[src/rtl/loader_pkg.sv]
`default_nettype none
// ============================================================================
// loader_pkg : shared types and constants for the boot-time program loader
// Revision   : 1.0
// ============================================================================
package loader_pkg;

    typedef enum logic [2:0] {
        IDLE   = 3'd0,
        LEN_H  = 3'd1,
        LEN_L  = 3'd2,
        DATA_H = 3'd3,
        DATA_L = 3'd4,
        CHK    = 3'd5,
        RUN    = 3'd6,
        ERR    = 3'd7
    } state_t;

    localparam logic [7:0] HDR_DEFAULT    = 8'hA5;
    localparam int         TO_CYC_DEFAULT = 500000;
    localparam int         TO_W           = $clog2(TO_CYC_DEFAULT);

    // Counter width able to hold TO_CYC-1, never narrower than one bit.
    function automatic int cnt_width(input int cyc);
        return (cyc > 2) ? $clog2(cyc) : 1;
    endfunction

endpackage
`default_nettype wire

[src/rtl/prog_loader_byte_timer.sv]
`default_nettype none
// ============================================================================
// byte_timer : inter-byte timeout counter, expires after TO_CYC idle cycles
// Revision   : 1.0
// ============================================================================
module byte_timer
    import loader_pkg::*;
#(
    parameter int TO_CYC = TO_CYC_DEFAULT
) (
    input  logic clk50m,
    input  logic rst,
    input  logic clr,
    input  logic run,
    output logic expired
);

    localparam int            TW   = cnt_width(TO_CYC);
    localparam logic [TW-1:0] LAST = TW'(TO_CYC - 1);

    logic [TW-1:0] cnt;

    always_ff @(posedge clk50m or posedge rst) begin
        if (rst) begin
            cnt <= '0;
        end else if (clr) begin
            cnt <= '0;
        end else if (run && (cnt != LAST)) begin
            cnt <= cnt + 1'b1;
        end
    end

    // A byte arriving in the expiry cycle wins over the timeout.
    assign expired = run && !clr && (cnt == LAST);

endmodule
`default_nettype wire

[src/rtl/prog_loader.sv]
`default_nettype none
// ============================================================================
// prog_loader : UART-framed image loader for the instruction ROM, holds CPU
// Revision    : 1.0
// ============================================================================
module prog_loader
    import loader_pkg::*;
#(
    parameter int         DW     = 16,
    parameter int         PW     = 15,
    parameter int         TO_CYC = TO_CYC_DEFAULT,
    parameter logic [7:0] HDR    = HDR_DEFAULT
) (
    input  logic          clk50m,
    input  logic          rst,
    input  logic          rx_valid,
    input  logic [7:0]    rx_data,
    output logic          rom_we,
    output logic [PW-1:0] rom_addr,
    output logic [DW-1:0] rom_wdata,
    output logic          cpu_hold,
    output logic          loading,
    output logic          done,
    output logic          err
);

    state_t        state;
    logic [15:0]   len;
    logic [7:0]    hi;
    logic [7:0]    chk;
    logic [PW-1:0] idx;
    logic          expired;

    logic [15:0]   len_new;
    logic          too_long;
    logic          last_word;

    assign len_new   = {len[15:8], rx_data};
    assign too_long  = ({1'b0, len_new} > (17'd1 << PW));
    assign last_word = ({{(17-PW){1'b0}}, idx} == ({1'b0, len} - 17'd1));

    byte_timer #(
        .TO_CYC (TO_CYC)
    ) u_timer (
        .clk50m  (clk50m),
        .rst     (rst),
        .clr     (rx_valid),
        .run     (loading),
        .expired (expired)
    );

    always_ff @(posedge clk50m or posedge rst) begin
        if (rst) begin
            state     <= IDLE;
            rom_we    <= 1'b0;
            rom_addr  <= '0;
            rom_wdata <= '0;
            cpu_hold  <= 1'b1;
            loading   <= 1'b0;
            done      <= 1'b0;
            err       <= 1'b0;
            len       <= '0;
            hi        <= '0;
            chk       <= '0;
            idx       <= '0;
        end else begin
            rom_we <= 1'b0;
            if (rx_valid) begin
                case (state)
                    IDLE, RUN, ERR: begin
                        if (rx_data == HDR) begin
                            state    <= LEN_H;
                            cpu_hold <= 1'b1;
                            loading  <= 1'b1;
                            done     <= 1'b0;
                            err      <= 1'b0;
                            chk      <= '0;
                            idx      <= '0;
                        end
                    end
                    LEN_H: begin
                        len[15:8] <= rx_data;
                        chk       <= chk ^ rx_data;
                        state     <= LEN_L;
                    end
                    LEN_L: begin
                        len[7:0] <= rx_data;
                        chk      <= chk ^ rx_data;
                        if (len_new == 16'd0) begin
                            state <= CHK;
                        end else if (too_long) begin
                            state   <= ERR;
                            err     <= 1'b1;
                            loading <= 1'b0;
                        end else begin
                            state <= DATA_H;
                        end
                    end
                    DATA_H: begin
                        hi    <= rx_data;
                        chk   <= chk ^ rx_data;
                        state <= DATA_L;
                    end
                    DATA_L: begin
                        rom_we    <= 1'b1;
                        rom_wdata <= DW'({hi, rx_data});
                        rom_addr  <= idx;
                        idx       <= idx + 1'b1;
                        chk       <= chk ^ rx_data;
                        state     <= last_word ? CHK : DATA_H;
                    end
                    CHK: begin
                        loading <= 1'b0;
                        if (rx_data == chk) begin
                            state    <= RUN;
                            done     <= 1'b1;
                            cpu_hold <= 1'b0;
                        end else begin
                            state <= ERR;
                            err   <= 1'b1;
                        end
                    end
                    default: state <= IDLE;
                endcase
            end else if (expired) begin
                state   <= ERR;
                err     <= 1'b1;
                loading <= 1'b0;
            end
        end
    end

endmodule
`default_nettype wire

[config.mk]
export PLATFORM = sky130hd
export DESIGN_NAME = prog_loader
export DESIGN_NICKNAME = d
export VERILOG_FILES = /design/src/rtl/loader_pkg.sv /design/src/rtl/prog_loader_byte_timer.sv /design/src/rtl/prog_loader.sv
export SDC_FILE = /design/constraint.sdc
export NUM_CORES = 1
export LEC_CHECK = 0
export ABC_AREA = 1
export CAP_MARGIN = 10
export CELL_PAD_IN_SITES_DETAIL_PLACEMENT = 1
export CELL_PAD_IN_SITES_GLOBAL_PLACEMENT = 1
export CORE_ASPECT_RATIO = 0.6
export CORE_MARGIN = 5
export CORE_UTILIZATION = 43
export CTS_CLUSTER_DIAMETER = 50
export DETAILED_ROUTE_END_ITERATION = 8
export PLACE_DENSITY = 0.85
export SLEW_MARGIN = 20
export SYNTH_ARGS = -nofsm -noshare
export SYNTH_HDL_FRONTEND = slang
export SYNTH_SLANG_ARGS = --single-unit
[constraint.sdc]
create_clock -name clk50m -period 5.7 [get_ports clk50m]
set_input_delay 1.71 -clock clk50m [delete_from_list [all_inputs] [get_ports clk50m]]
set_output_delay 1.71 -clock clk50m [all_outputs]
set_load 0.01 [all_outputs]
# Word level (Yosys, flattened, before mapping)
# Cells that the tools add are included.
# totals
regBits,105
input_bits,11
elab_cells,94
output_inout_bits,36
# op_classes
mux,33
add_sub_neg,3
reduce_logical,23
magnitude_cmp,1
eq_ne,19
bitwise,1
# op_table
cell,n
19-bit 2-to-1 mux,2
15-bit case mux with 2 select lines,1
19-bit by 1-bit adder with 19-bit output (second input constant),1
19-bit == test (second input constant),1
19-bit inequality test (second input constant),1
3-bit 2-to-1 mux,6
3-bit case mux with 6 select lines,1
15-bit by 17-bit == test with 1-bit output,1
16-bit by 1-bit subtractor with 17-bit output (second input constant),1
16-bit > comparator (second input constant),1
16-bit zero test,1
1-bit 2-to-1 mux,16
8-bit case mux with 2 select lines,1
15-bit by 1-bit adder with 15-bit output (second input constant),1
15-bit 2-to-1 mux,1
3-bit == test (second input constant),4
3-bit inequality test (second input constant),4
2-bit AND reduction,5
2-bit nonzero test,5
8-bit == test,1
8-bit == test (second input constant),1
8-bit 2-to-1 mux,1
8-bit XOR,1
3-bit by 2-bit == test with 1-bit output (second input constant),2
14 further kinds,20

# Logic depth before layout (Yosys ltp)
# Gate-level depths: netlist (run 1).
# depth
ltp_word,5
depth_mapped,17
ltp_nobuf,17

# Hierarchy
# Synthesis (run 1) repeated with hierarchy kept, for this count alone.
# unflattened
hier_cells,760
hier_area_um2,5804.3
# by_module_without_submodules
module,n_inst,area_each_um2,cells_per_inst
prog_loader,1,4416.7,557
byte_timer,1,1387.6,203

# Least setup slack after synthesis (run 1)
# Ideal clock, no wire load.
# synth_path
kind,input-to-reg
from,in rx_data[4]
to,reg state[2]
arrival_ps,2543
path_slack_ps,3044
cell_stages,12
path_buffers,0
t_required_ps,5587
cell_sequence,inv_1 > nand2_1 > inv_1 > nand3_1 > nor2_1 > nand3_1 > nand2_1 > nand3_1 > a21oi_1 > nand3_1 > nand2_1 > inv_1
# synth_via
elab_chain_cells,5
word_cells_on_any_way,9
classes_between,order compare: 1; eq/ne: 2; mux: 4; reduce/logical: 2
# synth_rtl
element,line_no,source
from (decl),prog_loader.sv:17,"input logic [7:0] rx_data,"
16-bit > comparator,prog_loader.sv:39,"assign too_long = ({1'b0, len_new} > (17'd1 << PW));"
3-bit 2-to-1 mux,prog_loader.sv:91,end else if (too_long) begin
3-bit 2-to-1 mux,prog_loader.sv:89,if (len_new == 16'd0) begin
3-bit case mux with 6 select lines,prog_loader.sv:69,case (state)
3-bit 2-to-1 mux,prog_loader.sv:68,if (rx_valid) begin
to (signal assigned),prog_loader.sv:110,state <= last_word ? CHK : DATA_H;
to (decl),prog_loader.sv:27,state_t state;
# Parallel ways exist; a longest one is shown, timed or not.
# A chain may end at the register's enable or synchronous reset.

# Final worst setup path (run 1)
# layout_path
from,in rx_valid
to,reg err
# layout_via
elab_chain_cells,5
word_cells_on_any_way,11
classes_between,eq/ne: 5; mux: 1; reduce/logical: 5
# layout_rtl
element,line_no,source
from (decl),prog_loader.sv:16,"input logic rx_valid,"
1-bit zero test,prog_loader_byte_timer.sv:34,assign expired = run && !clr && (cnt == LAST);
1-bit logical AND (2 in a row),prog_loader_byte_timer.sv:34,
2-bit nonzero test (no source line),--,
6-bit AND reduction (no source line),--,
to (signal assigned),prog_loader.sv:61,err <= 1'b0;
to (signal assigned),prog_loader.sv:76,err <= 1'b0;
to (signal assigned),prog_loader.sv:93,err <= 1'b1;
to (decl),prog_loader.sv:24,output logic err
# Parallel ways exist; a longest one is shown, timed or not.

==> impl_results.md, run 1 <==
* Setup TNS at 0 ns
* Max-slew violation count at 0
* Post-Layout Cell Count at 1005
* Worst R2R Setup Slack at 3.38 ns
* Count of final hold-check violations at 0
* CTS tree: built
* # fillers at 1698
* Post-synth top flop: dfrtp_1
* Final WL at 18200 um
* Clk_lat worst skew at 0.35 ns
* Hold Crit Class: flip-flop to flip-flop
* Cell family with most CP delay: buffers and inverters
* Drt drc at 0
* Setup CP Type: primary input to flip-flop
* Mapped Nets at 799
* Mux share of post-synthesis cell area at 0%
* R2R depth at 10
* Worst slew margin at 41.9%
* Placed instance area at 6470 sq um
* Startpoint types: primary input
* Area delta synth->final at 14.8%
* Initial drt markers at 391
* Setup-failing EPs final at 0
* Final Critical Period at 4.01 ns
* Die X at 161 um
* Max Root-Sink Buffers at 2
* Post-synth cell types at 43
* Layout Utilization at 49.8%
* DR vias/cell at 5.47
* Synthesis warning total at 0
* Root Driver: clkbuf_16
* Outcome: finished, final reports clean
* Cells after DPL at 989
* Routed Antenna Nets at 0
* Highest-delay cell along the critical path: clkdlybuf4s50_1
* Vias in the first global route at 5665
* R2r startpoint: u_timer.cnt[0]
* Yosys reg bits at 105
* Fin area at 6750 sq um
* Post-Synth Adder-Cell Area at 0.638%
* PwrDens at 500 nW/um^2
* Crit path buf inv count at 2
* Synth async-reset ratio at 100%
* Clock slew at reported path FFs at 0.07 ns
* CTS H-tree depth at 3
* Simple-gate share of the synthesized area at 32.9%
* Total gr overflow at 0
* GRT Total Usage at 23.2%
* Total inserted antenna cells at 0
* CP Capture Type: flip-flop
* Worst path max stage delay at 0.75 ns
* Register area share after synthesis at 44.7%
* Clk_skew at 0.0115 ns
* First-pass GRT wire length at 30200 um
* Pleak at 3.22 nW
* Share of layout cells above drive strength 1 at 7.47%
* Final period utilization at 70.4%
* CTS Hold Buffers Added at 0
* Detailed-router iteration count before antenna repair at 5
* Post-synth EDFFs at 0
* Layout net count at 839
* Post-CTS setup buffers at 0
* FMAX at 0.249 GHz
* Pin count of the biggest net entering global routing at 81
* Rows at 33
* IO buf count at 46
* Worst vdd ir at 228 uV
* Routed wire per std cell at 18.1 um
* Post-DP HPWL at 13700 um
* Min-delay src: rom_addr[12]
* Die Span Y at 101 um
* Mapped cell area at 5880 sq um
* Max-cap violations at 0
* Total power at 3.37 mW
* Sink Count at 105
* Routed vias at 5498
* Io pins at 47
* Most used cell, CP: nand2_1
* Synth Area in Compound Gates at 10.1%
* Hold depth at 2
* TritonCTS buffer count at 9
* Avg Cell Area, Syn at 7.49 sq um
* Starting density of the core at 43.4%
* Crit path max fanout at 23
* Antenna violations before repair at 0
* RSZ-0062 raised after global routing: no
* Largest family of logic cells by synthesized area: simple AND/OR/NAND/NOR gates
* R2r endpoint: u_timer.cnt[13]
* Worst slew pin tran at 0.871 ns
* Critical Path AT at 4.24 ns
* RePlAce Congestion at 0.891
* Die Area at 16200 sq um
* Post-Synth XOR/XNOR Area at 3.58%
* Critical Path RT at 5.93 ns
* WHS Endpoint: rom_addr[12]
* Core ar. at 13500 sq um
* Mapped Cells at 785
* Worst-path cell chain: clkdlybuf4s50_1, inv_1, nor4_4, nand2_1, nand3b_4, nor2_1, nand2_1, nand2_1
* Post-CTS Resized at 0
worst max path at each step:
| stage | from | endpoint | slack [ns] | cells past startpoint |
|---|---|---|---|---|
| after floorplan | rst | chk[0] | 1.23 | 1 |
| after global placement | rx_valid | err | 1.56 | 8 |
| after detailed placement | rx_valid | err | 1.47 | 8 |
| after CTS | rx_valid | err | 1.78 | 8 |
| after global routing | rx_valid | err | 1.51 | 8 |
| final | rx_valid | err | 1.69 | 8 |
stage by stage:
stage,hold slack [ns],setup WS [ns]
2_1_floorplan,0.449,1.23
3_3_place_gp,0.456,1.56
3_5_place_dp,0.463,1.47
4_1_cts,0.480,1.78
5_1_grt,0.502,1.51
6_report,0.476,1.69
cell type report:
type | count | area [sq um] | share of cell area [%]
Tap cell | 175 | 219 | 3.24
Sequential cell | 105 | 2630 | 39.0
Clock inverter | 4 | 28.8 | 0.426
Inverter | 96 | 370 | 5.49
Timing Repair Buffer | 48 | 475 | 7.05
Clock buffer | 12 | 246 | 3.65
Multi-Input combinational cell | 565 | 2780 | 41.2
synthesized netlist by cell type, drive strengths merged (3+ instances only):
cell,count,share of area [%]
o31ai,4,0.51
xor2,15,2.2
nand2,248,16
inv,95,6.1
o21ai,82,7.0
nor2,79,6.5
nand3b,5,0.85
ha,3,0.64
nor4,4,0.79
nand3,55,4.9
clkbuf,8,0.51
xnor2,9,1.3
nor3,13,1.2
a21oi,19,1.7
dfrtp,104,44
buf,11,1.3
nand4,19,2.0
worst register-to-register path: stages, from the launching register on:
cell and delay [ns]:
dfrtp_1 0.44, ha_1 0.29, nand3_2 0.16, nor4_2 0.39, nand2_1 0.13, nand2_2 0.26
inv_2 0.14, nand3_1 0.20, nand2_1 0.08, nand2_1 0.06, nor2_1 0.05
kinds of logic (layout without fill, tap and decap cells):
group | after synthesis | in the layout
compound gates | 112 | 112
flops | 105 | 105
simple gates | 426 | 426
xor+xnor | 24 | 24
buf+inv | 115 | 160
fa+ha+maj | 3 | 3
state kept, by name, summed over array words and instances, names as in the netlist:
| signal | count |
|---|---|
| u_timer.cnt | 19 |
| rom_addr | 15 |
| err | 1 |
| rom_wdata | 16 |
| cpu_hold | 1 |
| len | 16 |
| state | 3 |
| rom_we | 1 |
| loading | 1 |
| idx | 15 |
| chk | 8 |
| hi | 8 |
| done | 1 |
where the power goes:
part	switching, mW	total [mW]	internal [mW]
clock network	0.288	0.598	0.310
registers	0.252	1.25	0.999
logic	0.951	1.53	0.574
layer usage:
| layer | global-route usage (%) | up-vias | wire length [um] |
|---|---|---|---|
| met3 | 3.76 | 26 | 943 |
| met4 | 4.26 | 0 | 192 |
| met1 | 36.0 | 2711 | 9560 |
| met2 | 34.6 | 158 | 7500 |
| met5 | 0 | - | 0 |
| li1 | - | 2603 | - |
placed cells by master, fill, tap and decap left out, types with 3 or more instances in the layout:
master,instances
dfrtp_1,104
nand4_1,19
nor2_1,64
nor3_1,12
nor2_4,4
nand2_2,7
nor2_2,9
a21oi_1,18
nand2_1,239
clkbuf_16,9
inv_1,85
xor2_1,15
o21ai_0,65
clkdlybuf4s50_1,46
o21ai_1,17
inv_2,9
nand3b_1,4
o31ai_1,4
nand3_1,53
xnor2_1,9
ha_1,3
(Power assumes the default switching activity.)
==> run 2, diff against run 1 <==
clock period = 4.07 ns   (was 5.7 ns; I/O delays follow)
==> run 2 against run 1 <==
Against the previous run: register-to-register slack worse by 1.6 ns; final cell count grew 0.60%; sequential power increased by 42%; critical path type unchanged; highest routed layer unchanged.
==> impl_results.md, run 2 (synthesis gave the netlist of run 1 again) <==
* Min-delay src: hi[2]
* Post-CTS setup buffers at 0
* Sink Count at 105
* Max-slew violation count at 0
* Critical Path AT at 3.17 ns
* Worst-path cell chain: clkdlybuf4s50_1, inv_1, nand4_1, inv_1, nand3_1, nand2_1, nand2_1, nand2_1, o21ai_0, inv_1
* Worst R2R Setup Slack at 1.82 ns
* Rows at 33
* RePlAce Congestion at 0.888
* Worst slew pin tran at 0.735 ns
* PwrDens at 712 nW/um^2
* Worst path max stage delay at 0.57 ns
* Core ar. at 13500 sq um
* Root Driver: clkbuf_16
* RSZ-0062 raised after global routing: no
* CTS H-tree depth at 3
* Outcome: finished, final reports clean
* Starting density of the core at 43.4%
* Post-DP HPWL at 14500 um
* Logic pwr share at 44.0%
* Io pins at 47
* Final period utilization at 72.1%
* Crit path max fanout at 11
* Setup TNS at 0 ns
* Clk_lat worst skew at 0.36 ns
* Critical Path RT at 4.30 ns
* Clock slew at reported path FFs at 0.07 ns
* Largest regs: u_timer.cnt (19), len (16), rom_wdata (16)
* Sw Ratio at 44.2%
* Total gr overflow at 0
* Most frequent cells in the layout: 239 x nand2_1, 104 x dfrtp_1, 85 x inv_1
* GRT Total Usage at 24.0%
* Hold Crit Class: flip-flop to flip-flop
* Area delta synth->final at 16.2%
* R2r startpoint: u_timer.cnt[0]
* Uppermost layer routed: met4
* CP Capture Type: flip-flop
* Cell family with most CP delay: buffers and inverters
* Met2 WL at 7780 um
* Worst vdd ir at 330 uV
* Antenna violations before repair at 0
* Detailed-router iteration count before antenna repair at 5
* Placed instance area at 6520 sq um
* Final WL at 18800 um
* Max reg flops at 19
* Final Critical Period at 2.93 ns
* CTS tree: built
* Clk pwr share at 19.4%
* CP startpoint: rx_data[1]
* R2r endpoint: u_timer.cnt[13]
* Die Area at 16200 sq um
* Die Span Y at 101 um
* Layout net count at 845
* FMAX at 0.341 GHz
* Initial drt markers at 405
* Internal cell power at 2.71 mW
* Routed vias at 5636
* Share of layout cells above drive strength 1 at 8.37%
* Commonest non-fill, non-tap cell in the layout: nand2_1
* Worst slew margin at 51.0%
* Pin count of the biggest net entering global routing at 57
* Drt drc at 0
* Wl on met1 at 9830 um
* Die X at 161 um
* TritonCTS buffer count at 9
* Highest-delay cell along the critical path: clkdlybuf4s50_1
* Clk_skew at 0.0113 ns
* Total power at 4.86 mW
* Count of final hold-check violations at 0
* R2R depth at 10
* Pleak at 3.27 nW
* Routed wire per std cell at 18.6 um
* Vias in the first global route at 5765
* Psw at 2.15 mW
* Fin area at 6830 sq um
* First-pass GRT wire length at 31100 um
* Sequential power share at 36.6%
* CP Capture Point: state[0]
* Routed Antenna Nets at 0
* CTS Hold Buffers Added at 0
* Max-cap violations at 0
* Setup-failing EPs final at 0
* Setup CP Type: primary input to flip-flop
* Reg with most FFs: u_timer.cnt
* Crit path buf inv count at 4
* DR vias/cell at 5.57
* IO buf count at 46
* CP Depth at 10
* Max Root-Sink Buffers at 2
* # fillers at 1705
* Startpoint types: primary input
* Post-CTS Resized at 0
* Met3 WL at 1010 um
* Total inserted antenna cells at 0
* Layout Utilization at 50.4%
[run 2: final cells by class]
| class | instances | area [sq um] | share of cell area (%) |
|---|---|---|---|
| Clock buffer | 10 | 239 | 3.50 |
| Clock inverter | 6 | 75.1 | 1.10 |
| Inverter | 96 | 368 | 5.39 |
| Multi-Input combinational cell | 565 | 2780 | 40.7 |
| Sequential cell | 105 | 2630 | 38.5 |
| Tap cell | 175 | 219 | 3.21 |
| Timing Repair Buffer | 54 | 520 | 7.62 |
[run 2: worst min-delay path by stage]
| stage | end | slack, ns | cells after the start |
|---|---|---|---|
| 4_1_cts | rom_wdata[10] | 0.49 | 2 |
| 5_1_grt | rom_wdata[11] | 0.50 | 2 |
| 3_3_place_gp | rom_addr[14] | 0.45 | 2 |
| 2_1_floorplan | rom_wdata[10] | 0.45 | 2 |
| 6_report | rom_wdata[10] | 0.48 | 2 |
| 3_5_place_dp | rom_wdata[10] | 0.47 | 2 |
[run 2: through the flow]
| step | hold WS, ns | worst slack [ns] | std cells |
|---|---|---|---|
| 6_report | 0.479 | 1.14 | 1011 |
| 5_1_grt | 0.504 | 0.968 | 1011 |
| 4_1_cts | 0.488 | 1.12 | 1011 |
| 3_5_place_dp | 0.469 | 0.760 | 995 |
| 3_3_place_gp | 0.453 | 0.933 | 995 |
| 2_1_floorplan | 0.449 | 0.0901 | 785 |
[run 2: power by group through the flow]
stage	sequential (mW)	combinational (mW)	clock, mW
after floorplan	1.72	1.37	0
after global placement	1.77	2.00	0
after detailed placement	1.79	2.12	0
after CTS	1.77	2.14	0.959
after global routing	1.82	2.39	1.00
final	1.78	2.14	0.942
[run 2: metal layers]
metal | vias to the layer above | GRT usage (%)
met5 | - | 0
met4 | 0 | 4.46
met3 | 22 | 4.25
met2 | 187 | 35.4
met1 | 2815 | 37.2
li1 | 2612 | -
[run 2: worst register-to-register path: stages, from the launching register on]
cell     delay [ns]
dfrtp_1        0.42
ha_1           0.31
nand3_2        0.17
nor4_2         0.37
nand2_1        0.11
nand2_2        0.26
inv_2          0.15
nand3_1        0.18
nand2_1        0.08
nand2_1        0.06
nor2_1         0.04
